[src/rtl/mb_rx_framer_pkg.sv]
// Shared definitions for the Modbus RX framer: FSM encoding, CRC/ASCII constants
// and the byte-level CRC-16 and hex-decode helpers.
package mb_rx_framer_pkg;

    typedef enum logic [1:0] {
        ST_IDLE  = 2'd0,
        ST_RECV  = 2'd1,
        ST_CHECK = 2'd2,
        ST_HOLD  = 2'd3
    } state_e;

    localparam logic [15:0] CRC16_INIT = 16'hFFFF;
    localparam logic [15:0] CRC16_POLY = 16'hA001;

    localparam logic [7:0] ASC_COLON = 8'h3A;
    localparam logic [7:0] ASC_CR    = 8'h0D;
    localparam logic [7:0] ASC_LF    = 8'h0A;

    // Reflected CRC-16 (Modbus), one byte, LSB first.
    function automatic logic [15:0] crc16_byte(input logic [15:0] crc, input logic [7:0] b);
        logic [15:0] c;
        c = crc ^ {8'h00, b};
        for (int i = 0; i < 8; i++) begin
            c = c[0] ? ((c >> 1) ^ CRC16_POLY) : (c >> 1);
        end
        return c;
    endfunction

    // Returns {valid, nibble}; valid=0 for anything that is not a hex digit.
    function automatic logic [4:0] hex2nib(input logic [7:0] ch);
        logic [7:0] d;
        d = 8'h00;
        if (ch >= 8'h30 && ch <= 8'h39) begin
            d = ch - 8'h30;
            return {1'b1, d[3:0]};
        end else if (ch >= 8'h41 && ch <= 8'h46) begin
            d = ch - 8'h37;
            return {1'b1, d[3:0]};
        end else if (ch >= 8'h61 && ch <= 8'h66) begin
            d = ch - 8'h57;
            return {1'b1, d[3:0]};
        end
        return 5'h00;
    endfunction

endpackage

[src/rtl/mb_rx_framer_ram.sv]
// Single-write, single-read synchronous byte RAM holding one frame.
// Read data is registered (one cycle latency) and cleared by reset.
module mb_rx_framer_ram #(
    parameter int AW = 8
) (
    input  logic          clk,
    input  logic          rst_n,
    input  logic          we,
    input  logic [AW-1:0] waddr,
    input  logic [7:0]    wdata,
    input  logic [AW-1:0] raddr,
    output logic [7:0]    rdata
);

    logic [7:0] mem [0:(1<<AW)-1];

    always_ff @(posedge clk) begin
        if (we) begin
            mem[waddr] <= wdata;
        end
    end

    always_ff @(posedge clk) begin
        if (!rst_n) begin
            rdata <= 8'h00;
        end else begin
            rdata <= mem[raddr];
        end
    end

endmodule

[src/rtl/mb_rx_framer.sv]
// Modbus RX framer: buffers one RTU or ASCII frame, checks CRC/LRC and slave
// address, then holds the frame for the controller until acknowledged.
module mb_rx_framer
    import mb_rx_framer_pkg::*;
#(
    parameter int AW = 8
) (
    input  logic          clk,
    input  logic          rst_n,
    input  logic          ascii_en,
    input  logic [7:0]    my_addr,
    input  logic [7:0]    rx_data_i,
    input  logic          rx_valid_i,
    input  logic          frame_start_i,
    input  logic          frame_end_i,
    input  logic [AW-1:0] rd_addr_i,
    output logic [7:0]    rd_data_o,
    output logic          frm_valid_o,
    output logic [AW:0]   frm_len_o,
    output logic          frm_bcast_o,
    input  logic          frm_ack_i,
    output logic          crc_err_o,
    output logic          lrc_err_o,
    output logic          ovf_err_o,
    output logic          busy_drop_o,
    output logic [1:0]    dbg_state
);

    // Handshake: frm_valid_o rises with a checked frame and stays high until
    // frm_ack_i is sampled high in HOLD; it falls on that same clock edge.

    localparam logic [AW:0] PTR_FULL = {1'b1, {AW{1'b0}}};

    state_e        state, state_nxt;
    logic [AW:0]   wr_ptr, wr_ptr_n;
    logic [15:0]   crc, crc_n;
    logic [7:0]    lrc, lrc_n;
    logic          nib_pend, nib_pend_n;
    logic [3:0]    nib_hi, nib_hi_n;
    logic          fmt_err, fmt_err_n;
    logic          ovf, ovf_n;
    logic [7:0]    addr_byte, addr_byte_n;
    logic          ascii_mode, ascii_mode_n;

    logic          we;
    logic [AW-1:0] waddr;
    logic [7:0]    wdata;

    logic          start_frame;
    logic          take_byte;
    logic          mode;
    logic [4:0]    hx;
    logic [7:0]    dec;

    logic          frm_valid_n, frm_bcast_n;
    logic [AW:0]   frm_len_n;
    logic          crc_err_n, lrc_err_n, ovf_err_n, busy_drop_n;
    logic          bad_frame;

    assign dbg_state = state;

    // A frame (re)starts only while idle or receiving; HOLD and CHECK drop it.
    assign start_frame = frame_start_i && (state == ST_IDLE || state == ST_RECV);
    assign take_byte   = rx_valid_i && (start_frame || state == ST_RECV);
    assign mode        = start_frame ? ascii_en : ascii_mode;

    always_comb begin
        wr_ptr_n     = wr_ptr;
        crc_n        = crc;
        lrc_n        = lrc;
        nib_pend_n   = nib_pend;
        nib_hi_n     = nib_hi;
        fmt_err_n    = fmt_err;
        ovf_n        = ovf;
        addr_byte_n  = addr_byte;
        ascii_mode_n = ascii_mode;
        we           = 1'b0;
        waddr        = wr_ptr[AW-1:0];
        wdata        = rx_data_i;
        hx           = hex2nib(rx_data_i);
        dec          = {nib_hi, hx[3:0]};

        if (start_frame) begin
            wr_ptr_n     = '0;
            crc_n        = CRC16_INIT;
            lrc_n        = 8'h00;
            nib_pend_n   = 1'b0;
            fmt_err_n    = 1'b0;
            ovf_n        = 1'b0;
            ascii_mode_n = ascii_en;
        end

        if (take_byte) begin
            if (!mode) begin
                if (wr_ptr_n == PTR_FULL) begin
                    ovf_n = 1'b1;
                end else begin
                    we    = 1'b1;
                    waddr = wr_ptr_n[AW-1:0];
                    wdata = rx_data_i;
                    if (wr_ptr_n == '0) addr_byte_n = rx_data_i;
                    crc_n    = crc16_byte(crc_n, rx_data_i);
                    wr_ptr_n = wr_ptr_n + (AW+1)'(1);
                end
            end else if (rx_data_i == ASC_COLON) begin
                // A colon always begins a fresh frame, even mid-frame.
                wr_ptr_n   = '0;
                lrc_n      = 8'h00;
                nib_pend_n = 1'b0;
                fmt_err_n  = 1'b0;
                ovf_n      = 1'b0;
            end else if (rx_data_i == ASC_CR || rx_data_i == ASC_LF) begin
                wr_ptr_n = wr_ptr_n;
            end else if (!hx[4]) begin
                fmt_err_n = 1'b1;
            end else if (!nib_pend_n) begin
                nib_hi_n   = hx[3:0];
                nib_pend_n = 1'b1;
            end else begin
                nib_pend_n = 1'b0;
                dec        = {nib_hi_n, hx[3:0]};
                if (wr_ptr_n == PTR_FULL) begin
                    ovf_n = 1'b1;
                end else begin
                    we    = 1'b1;
                    waddr = wr_ptr_n[AW-1:0];
                    wdata = dec;
                    if (wr_ptr_n == '0) addr_byte_n = dec;
                    lrc_n    = lrc_n + dec;
                    wr_ptr_n = wr_ptr_n + (AW+1)'(1);
                end
            end
        end
    end

    assign bad_frame = ascii_mode
        ? (wr_ptr < (AW+1)'(3) || fmt_err || nib_pend || lrc != 8'h00)
        : (wr_ptr < (AW+1)'(4) || crc != 16'h0000);

    always_comb begin
        state_nxt   = state;
        frm_len_n   = frm_len_o;
        frm_bcast_n = frm_bcast_o;
        crc_err_n   = 1'b0;
        lrc_err_n   = 1'b0;
        ovf_err_n   = 1'b0;
        busy_drop_n = 1'b0;

        case (state)
            ST_IDLE: begin
                if (frame_start_i) state_nxt = ST_RECV;
            end
            ST_RECV: begin
                if (frame_end_i) state_nxt = ST_CHECK;
            end
            ST_CHECK: begin
                state_nxt = ST_IDLE;
                if (ovf) begin
                    ovf_err_n = 1'b1;
                end else if (bad_frame) begin
                    lrc_err_n = ascii_mode;
                    crc_err_n = !ascii_mode;
                end else if (addr_byte == my_addr || addr_byte == 8'h00) begin
                    state_nxt   = ST_HOLD;
                    frm_len_n   = ascii_mode ? (wr_ptr - (AW+1)'(1)) : (wr_ptr - (AW+1)'(2));
                    frm_bcast_n = (addr_byte == 8'h00);
                end
            end
            ST_HOLD: begin
                busy_drop_n = frame_start_i;
                if (frm_ack_i) state_nxt = ST_IDLE;
            end
            default: state_nxt = ST_IDLE;
        endcase

        if (state_nxt != ST_HOLD) begin
            frm_len_n   = '0;
            frm_bcast_n = 1'b0;
        end
        frm_valid_n = (state_nxt == ST_HOLD);
    end

    always_ff @(posedge clk) begin
        if (!rst_n) begin
            state       <= ST_IDLE;
            wr_ptr      <= '0;
            crc         <= CRC16_INIT;
            lrc         <= 8'h00;
            nib_pend    <= 1'b0;
            nib_hi      <= 4'h0;
            fmt_err     <= 1'b0;
            ovf         <= 1'b0;
            addr_byte   <= 8'h00;
            ascii_mode  <= 1'b0;
            frm_valid_o <= 1'b0;
            frm_len_o   <= '0;
            frm_bcast_o <= 1'b0;
            crc_err_o   <= 1'b0;
            lrc_err_o   <= 1'b0;
            ovf_err_o   <= 1'b0;
            busy_drop_o <= 1'b0;
        end else begin
            state       <= state_nxt;
            wr_ptr      <= wr_ptr_n;
            crc         <= crc_n;
            lrc         <= lrc_n;
            nib_pend    <= nib_pend_n;
            nib_hi      <= nib_hi_n;
            fmt_err     <= fmt_err_n;
            ovf         <= ovf_n;
            addr_byte   <= addr_byte_n;
            ascii_mode  <= ascii_mode_n;
            frm_valid_o <= frm_valid_n;
            frm_len_o   <= frm_len_n;
            frm_bcast_o <= frm_bcast_n;
            crc_err_o   <= crc_err_n;
            lrc_err_o   <= lrc_err_n;
            ovf_err_o   <= ovf_err_n;
            busy_drop_o <= busy_drop_n;
        end
    end

    mb_rx_framer_ram #(.AW(AW)) u_ram (
        .clk   (clk),
        .rst_n (rst_n),
        .we    (we),
        .waddr (waddr),
        .wdata (wdata),
        .raddr (rd_addr_i),
        .rdata (rd_data_o)
    );

endmodule
[config.mk]
export PLATFORM = sky130hd
export DESIGN_NAME = mb_rx_framer
export DESIGN_NICKNAME = d
export VERILOG_FILES = /design/src/rtl/mb_rx_framer_pkg.sv /design/src/rtl/mb_rx_framer_ram.sv /design/src/rtl/mb_rx_framer.sv
export SDC_FILE = /design/constraint.sdc
export NUM_CORES = 2
export LEC_CHECK = 0
export BUFFER_PORTS_ARGS = -buffer_cell sky130_fd_sc_hd__buf_2
export CAP_MARGIN = 30
export CORE_ASPECT_RATIO = 0.5
export CORE_MARGIN = 10
export CORE_UTILIZATION = 50
export DETAILED_ROUTE_END_ITERATION = 10
export GPL_ROUTABILITY_DRIVEN = 0
export GPL_TIMING_DRIVEN = 1
export PLACE_DENSITY = 0.76
export RECOVER_POWER = 100
export SLEW_MARGIN = 20
export SYNTH_ARGS = -nofsm -noshare
export SYNTH_HDL_FRONTEND = slang
export SYNTH_SLANG_ARGS = --single-unit
[constraint.sdc]
create_clock -name clk -period 36.6 [get_ports clk]
set_clock_uncertainty 0.05 [all_clocks]
set_input_delay 3.66 -clock clk [delete_from_list [all_inputs] [get_ports clk]]
set_output_delay 3.66 -clock clk [all_outputs]
set_load 0.01 [all_outputs]
; ---- After elaboration in Yosys (flattened, before gate mapping)
; Memory sizes are Yosys's and may differ from the RTL's. A register that Yosys moved wholly into a read port is not among the register bits.
; Cells that the tools add are included.
; Widths: inputs -> output; s select.
[classes]
addsub = 7
n_reduce_logical = 28
shift = 0
magnitude_cmp = 8
mul = 0
bitwise = 16
n_div = 0
muxes = 99
eq_ne = 17
[op_table]
columns = operator, n
row1 = $mux 8, 31
row2 = $mux 16, 12
row3 = $mux 9, 9
row4 = $mux 1, 36
row5 = $not 2->3, 8
row6 = $mux 5, 4
row7 = $eq 8x4->1 const B, 2
row8 = $ge 8x7->1 const B, 2
row9 = $le 8x7->1 const B, 2
row10 = $reduce_bool 16->1, 1
row11 = $xor 16x8->16, 1
row12 = $mux 2, 6
row13 = $add 9x1->9 const B, 1
row14 = $eq 9x9->1 const B, 1
row15 = $logic_not 9->1, 1
row16 = $lt 9x2->1 const B, 1
row17 = $lt 9x3->1 const B, 1
row18 = $reduce_and 9->1, 1
row19 = $sub 9x1->9 const B, 1
row20 = $sub 9x2->9 const B, 1
row21 = $add 8x8->8, 1
row22 = $eq 8x6->1 const B, 1
row23 = $eq 8x8->1, 1
row24 = $ge 8x6->1 const B, 1
row25 = other kinds (23), 49
[totals]
in_bits = 31
ff_bits = 66
latch_bits = 0
mem_count = 1
romBits = 0
elab_cells = 193
ramBits = 2048
out_inout_bits = 25
[mem_list]
columns = memory, depth, width, read_ports, rd_ports_with_merged_regs, wr, line_no
row1 = u_ram.mem, 256, 8, 1, 1, 1, mb_rx_framer_ram.sv:15  ; logic [7:0] mem [0:(1<<AW)-1];

; ---- Logic depth before layout (Yosys ltp)
[depth]
word_depth = 24
depth_mapped = 16
mapped_depth_nobuf = 16

; ---- Hierarchy
; Synthesis repeated with hierarchy kept, for this count alone.
[hier_totals]
hier_cells = 4584
area_unflattened_um2 = 84711.2
[by_module_without_submodules]
columns = module, n_inst, cells_per_inst, area_each_um2
row1 = mb_rx_framer_ram, 1, 4025, 80352.1
row2 = mb_rx_framer, 1, 559, 4359.2

; ---- Worst setup path after synthesis
; No wires, ideal clock.
[synth_timing]
path_type = in2reg
from = input rx_data_i[0]
to = memory u_ram.mem[0][0], data pin
arrival_time_ns = 14.974
t_required_ns = 34.363
path_buffers = 1
path_slack_ns = 19.389
setup_time_ns = 2.187
cell_stages = 9
cell_sequence = inv_1 ha_1 o21ba_2 o21ai_1 nand2_2 nand2_1 nor3_2 buf_2 o21ai_0
[synth_via]
elab_chain_cells = 13
word_cells_on_any_way = 30
cone_classes = add/sub (3) / order compare (6) / eq/ne (3) / mux (14) / reduce/logical (4)
[synth_lines]
columns = element, line_no
row1 = "start, declared", mb_rx_framer.sv:12  ; input logic [7:0] rx_data_i,
row2 = $ge 8x7->1 / $le 8x7->1 (equally long branches), mb_rx_framer_pkg.sv:39  ; end else if (ch >= 8'h61 && ch <= 8'h66) begin
row3 = $logic_and 1x1->1, mb_rx_framer_pkg.sv:39
row4 = $mux 1, mb_rx_framer_pkg.sv:39
row5 = $mux 1, mb_rx_framer_pkg.sv:36  ; end else if (ch >= 8'h41 && ch <= 8'h46) begin
row6 = $mux 1, mb_rx_framer_pkg.sv:33  ; if (ch >= 8'h30 && ch <= 8'h39) begin
row7 = $mux 5, mb_rx_framer_pkg.sv:43  ; return 5'h00;
row8 = $mux 8, mb_rx_framer.sv:122  ; if (wr_ptr_n == PTR_FULL) begin
row9 = $mux 8, mb_rx_framer.sv:116  ; end else if (!nib_pend_n) begin
row10 = $mux 8, mb_rx_framer.sv:114  ; end else if (!hx[4]) begin
row11 = $mux 8, mb_rx_framer.sv:112  ; end else if (rx_data_i == ASC_CR || rx_data_i == ASC_LF) begin
row12 = $mux 8, mb_rx_framer.sv:105  ; end else if (rx_data_i == ASC_COLON) begin
row13 = $mux 8, mb_rx_framer.sv:94  ; if (!mode) begin
row14 = $mux 8 *, mb_rx_framer.sv:93  ; if (take_byte) begin
row15 = named net u_ram.wdata[0], mb_rx_framer_ram.sv:10  ; input logic [7:0] wdata,
row16 = "end, declared", mb_rx_framer_ram.sv:15
; The timed path passes the listed nets; every way through them passes the cells marked *. The select of a mux whose other input is x is not followed.

==> impl_metrics.py <==
metrics = {
    "placement": {
        "dp_cells": 6165,
        "placed_cell_area_um2": 86000,
        "hpwl_mm": 120,
        "place_ws_ns": 27.46,
        "port_buffers": 55,
    },
    "finish": {
        "final_area_um2": 91500,
        "post_layout_nonfiller_instances": 6519,
        "multi_input_area_um2": 19100,
        "seq_area_um2": 63000,
        "nets": 4223,
        "syn_to_final_growth_pct": 9.92,
        "utilization": 0.556,
        "layout-drive-gt1-share": 0.205,
        "fill_cells": 11800,
    },
    "setup_path": {
        "endpoint_kind": "register",
        "crit_arrival_ns": 17.71,
        "setup.worst_path.start": "rd_addr_i[0]",
        "crit_required_ns": 37.28,
        "reg2reg_from": "dbg_state[1]$_SDFF_PN0_",
        "critPathKind": "primary input to register",
        "cp_max_fo": 66,
        "crit_path_start_kind": "primary input",
    },
    "cts": {
        "cts_sinks": 2122,
        "h-tree-depth": 4,
        "cts-hold-fix-buffers": 0,
        "post_cts_buffers": 0,
        "clk_latency_ns": 0.81,
        "clock_path_buffers": 3,
        "cts_buffers": 180,
        "cts_resized": 0,
        "cts_root_buffer": "clkbuf_16",
        "tritoncts": "done",
        "path_clk_slew_ns": 0.07,
    },
    "floorplan": {
        "die_w_um": 597,
        "fp.coreArea_um2": 165000,
        "start_util": 0.506,
        "rows": 105,
        "io_pins": 56,
        "die_h_um": 309,
        "die_area_um2": 184000,
    },
    "global_routing": {
        "first_global_vias": 42900,
        "grt_max_degree": 236,
        "grt_pass1_wl_mm": 302,
        "grt_overflow": 0,
        "antenna_found_initial": 13,
        "track_usage": 0.221,
    },
    "pwr": {
        "cellLeakagePower_nw": 28.1,
        "peakVddDrop_mv": 0.0549,
        "share_seq_of_total_power": 0.556,
        "power.share.combinational": 0.050,
        "clock_power_share": 0.395,
        "sw_frac_of_total": 0.214,
        "p_switching_mw": 1.03,
        "p_total_mw": 4.82,
        "p_int_mw": 3.79,
        "power_density_nw_per_um2": 52.7,
    },
    "drt": {
        "drc": 0,
        "first_iter_violations": 6626,
        "avgViaCountPerCell": 6.59,
        "post_drt_wl_per_cell_um": 31.7,
        "drtAntennaViolNets": 0,
        "vias": 43000,
        "first_pass_iters": 6,
        "wl_mm": 207,
    },
    "worst_hold_path": {
        "min_from": "frm_len_o[1]$_SDFFE_PP0P_",
        "min_path_type": "register to register",
    },
    "outcome": {
        "violations": "capacitance limit, slew limit",
        "status": "finished, violations left",
    },
    "synth": {
        "synthDistinctLibCells": 82,
        "synth_area_um2": 83300,
        "synthArstFlopShare": 0,
        "synth_cells": 4086,
        "seq_area_frac_synth": 0.756,
        "ys_seq_elements": 2122,
        "yosysWarnings": 0,
        "synth_edf_count": 2048,
        "synth.avg_cell_area_um2": 20.4,
        "synth_fp_nets": 4136,
        "synth_common_cells": "edfxtp_1 (2048), mux4_2 (548), nor2_1 (374), nand2_1 (136), clkbuf_1 (121)",
        "synth-main-ff-cell": "edfxtp_1",
        "yosysTopAreaCell": "edfxtp_1",
        "yosys.area.top_type_share": 0.738,
        "synth_area_leaders": "edfxtp_1 (74%), mux4_2 (15%), dfxtp_1 (1.8%)",
        "yosysMostFrequentCell": "edfxtp_1",
    },
    "sta": {
        "post-route-period-util": 0.465,
        "finalMaxSlewViolations": 2442,
        "setup_slack_ns": 19.57,
        "holdWs_ns": 0.431,
        "setup_viol": 0,
        "relSlewSlack": -3.47,
        "rsz0062_at_grt": "false",
        "final.setup.tns_ns": 0,
        "min_period_ns": 17.03,
        "max_freq_ghz": 0.0587,
        "worstMarginPinSlew_ns": 6.70,
        "hold_viol": 0,
    },
    "run": {
        "cap_violations": 48,
    },
}
-- placed cells by master (no fill, tap or decap), types with 6 or more instances in the layout --
| cell | instances |
|---|---|
| nor2b_1 | 9 |
| nand2b_1 | 7 |
| a21oi_1 | 39 |
| clkinv_2 | 15 |
| o21ai_0 | 26 |
| and3_1 | 7 |
| nor4_1 | 26 |
| o31ai_2 | 6 |
| mux4_2 | 548 |
| a22oi_1 | 42 |
| and2_1 | 14 |
| a311oi_1 | 8 |
| nor2_1 | 373 |
| buf_4 | 33 |
| dfxtp_1 | 74 |
| nor3_1 | 26 |
| buf_2 | 23 |
| xnor2_1 | 39 |
| nand3_1 | 33 |
| clkbuf_1 | 113 |
| o22ai_1 | 80 |
| edfxtp_1 | 2048 |
| a211oi_1 | 7 |
| inv_1 | 28 |
| a2111oi_0 | 12 |
| mux2i_1 | 61 |
| clkinv_1 | 57 |
| clkbuf_16 | 184 |
| nand2_1 | 148 |
| a22o_1 | 21 |
| ha_1 | 18 |
| a221oi_1 | 18 |
| xor2_1 | 15 |
| bufinv_16 | 14 |
-- cell families after synthesis --
| family | synth area share |
|---|---|
| adder cells (fa/ha/maj) | 0.00294 |
| flip-flops | 0.756 |
| multiplexers | 0.156 |
| buffers and inverters | 0.0143 |
| AO/OA/AOI/OAI | 0.0264 |
| AND/OR/NAND/NOR | 0.0381 |
| XOR/XNOR | 0.00595 |
-- flip-flops by register name (all words and copies together) (netlist names) --
register / cells
frm_valid_o: 1
ovf_err_o: 1
dbg_state: 2
u_ram.mem: 2048
frm_bcast_o: 1
ascii_mode: 1
crc_err_o: 1
nib_pend: 1
frm_len_o: 9
wr_ptr: 9
busy_drop_o: 1
addr_byte: 8
u_ram.rdata: 8
fmt_err: 1
lrc_err_o: 1
lrc: 8
crc: 16
nib_hi: 4
ovf: 1
-- worst max-delay path, stage by stage --
cell,delay [ns]
clkbuf_1,3.95
clkbuf_1,2.72
clkbuf_1,2.68
clkbuf_1,2.43
mux4_2,0.60
o22ai_1,0.15
nor4_1,0.78
nand2_1,0.19
o22ai_1,0.19
a211oi_1,0.09
o21ai_0,0.11
-- power by group through the flow --
stage	Sequential [mW]	Combinational (mW)	Clock, mW
floorplan	2.73	0.153	0
global placement	2.73	0.227	0
detailed placement	2.73	0.234	0
CTS	2.67	0.237	1.91
global route	2.68	0.252	2.00
finish	2.68	0.239	1.90
-- layer usage --
| layer | global-route usage | share of wire | up-vias |
|---|---|---|---|
| met2 | 0.345 | 0.47 | 3214 |
| met1 | 0.303 | 0.37 | 22300 |
| met3 | 0.0630 | 0.13 | 441 |
| li1 | - | - | 17000 |
| met5 | 0 | 0.00034 | - |
| met4 | 0.0719 | 0.033 | 10 |
-- cell type report --
cell class | instances | share of cell area
inverters | 28 | 0.00115
repair buffers | 147 | 0.00977
diodes | 4 | 0.000109
multi-input cells | 1694 | 0.209
flip-flops and latches | 2122 | 0.688
well taps | 2193 | 0.0300
clock inverters | 102 | 0.00972
clock buffers | 229 | 0.0527
-- path summary, 6_finish.rpt --
kind / slack [ns] / endpoint / depth (start not counted)
worst max-delay path: 19.57 / u_ram.rdata[6]$_SDFF_PN0_ / 11
worst min-delay path: 0.43 / frm_len_o[1]$_SDFFE_PP0P_ / 2
worst max register to register: 22.96 / u_ram.mem[218][4]$_DFFE_PP_ / 15
worst min register to register: 0.43 / frm_len_o[1]$_SDFFE_PP0P_ / 2
Note: power is estimated with default switching activity, not from simulation.
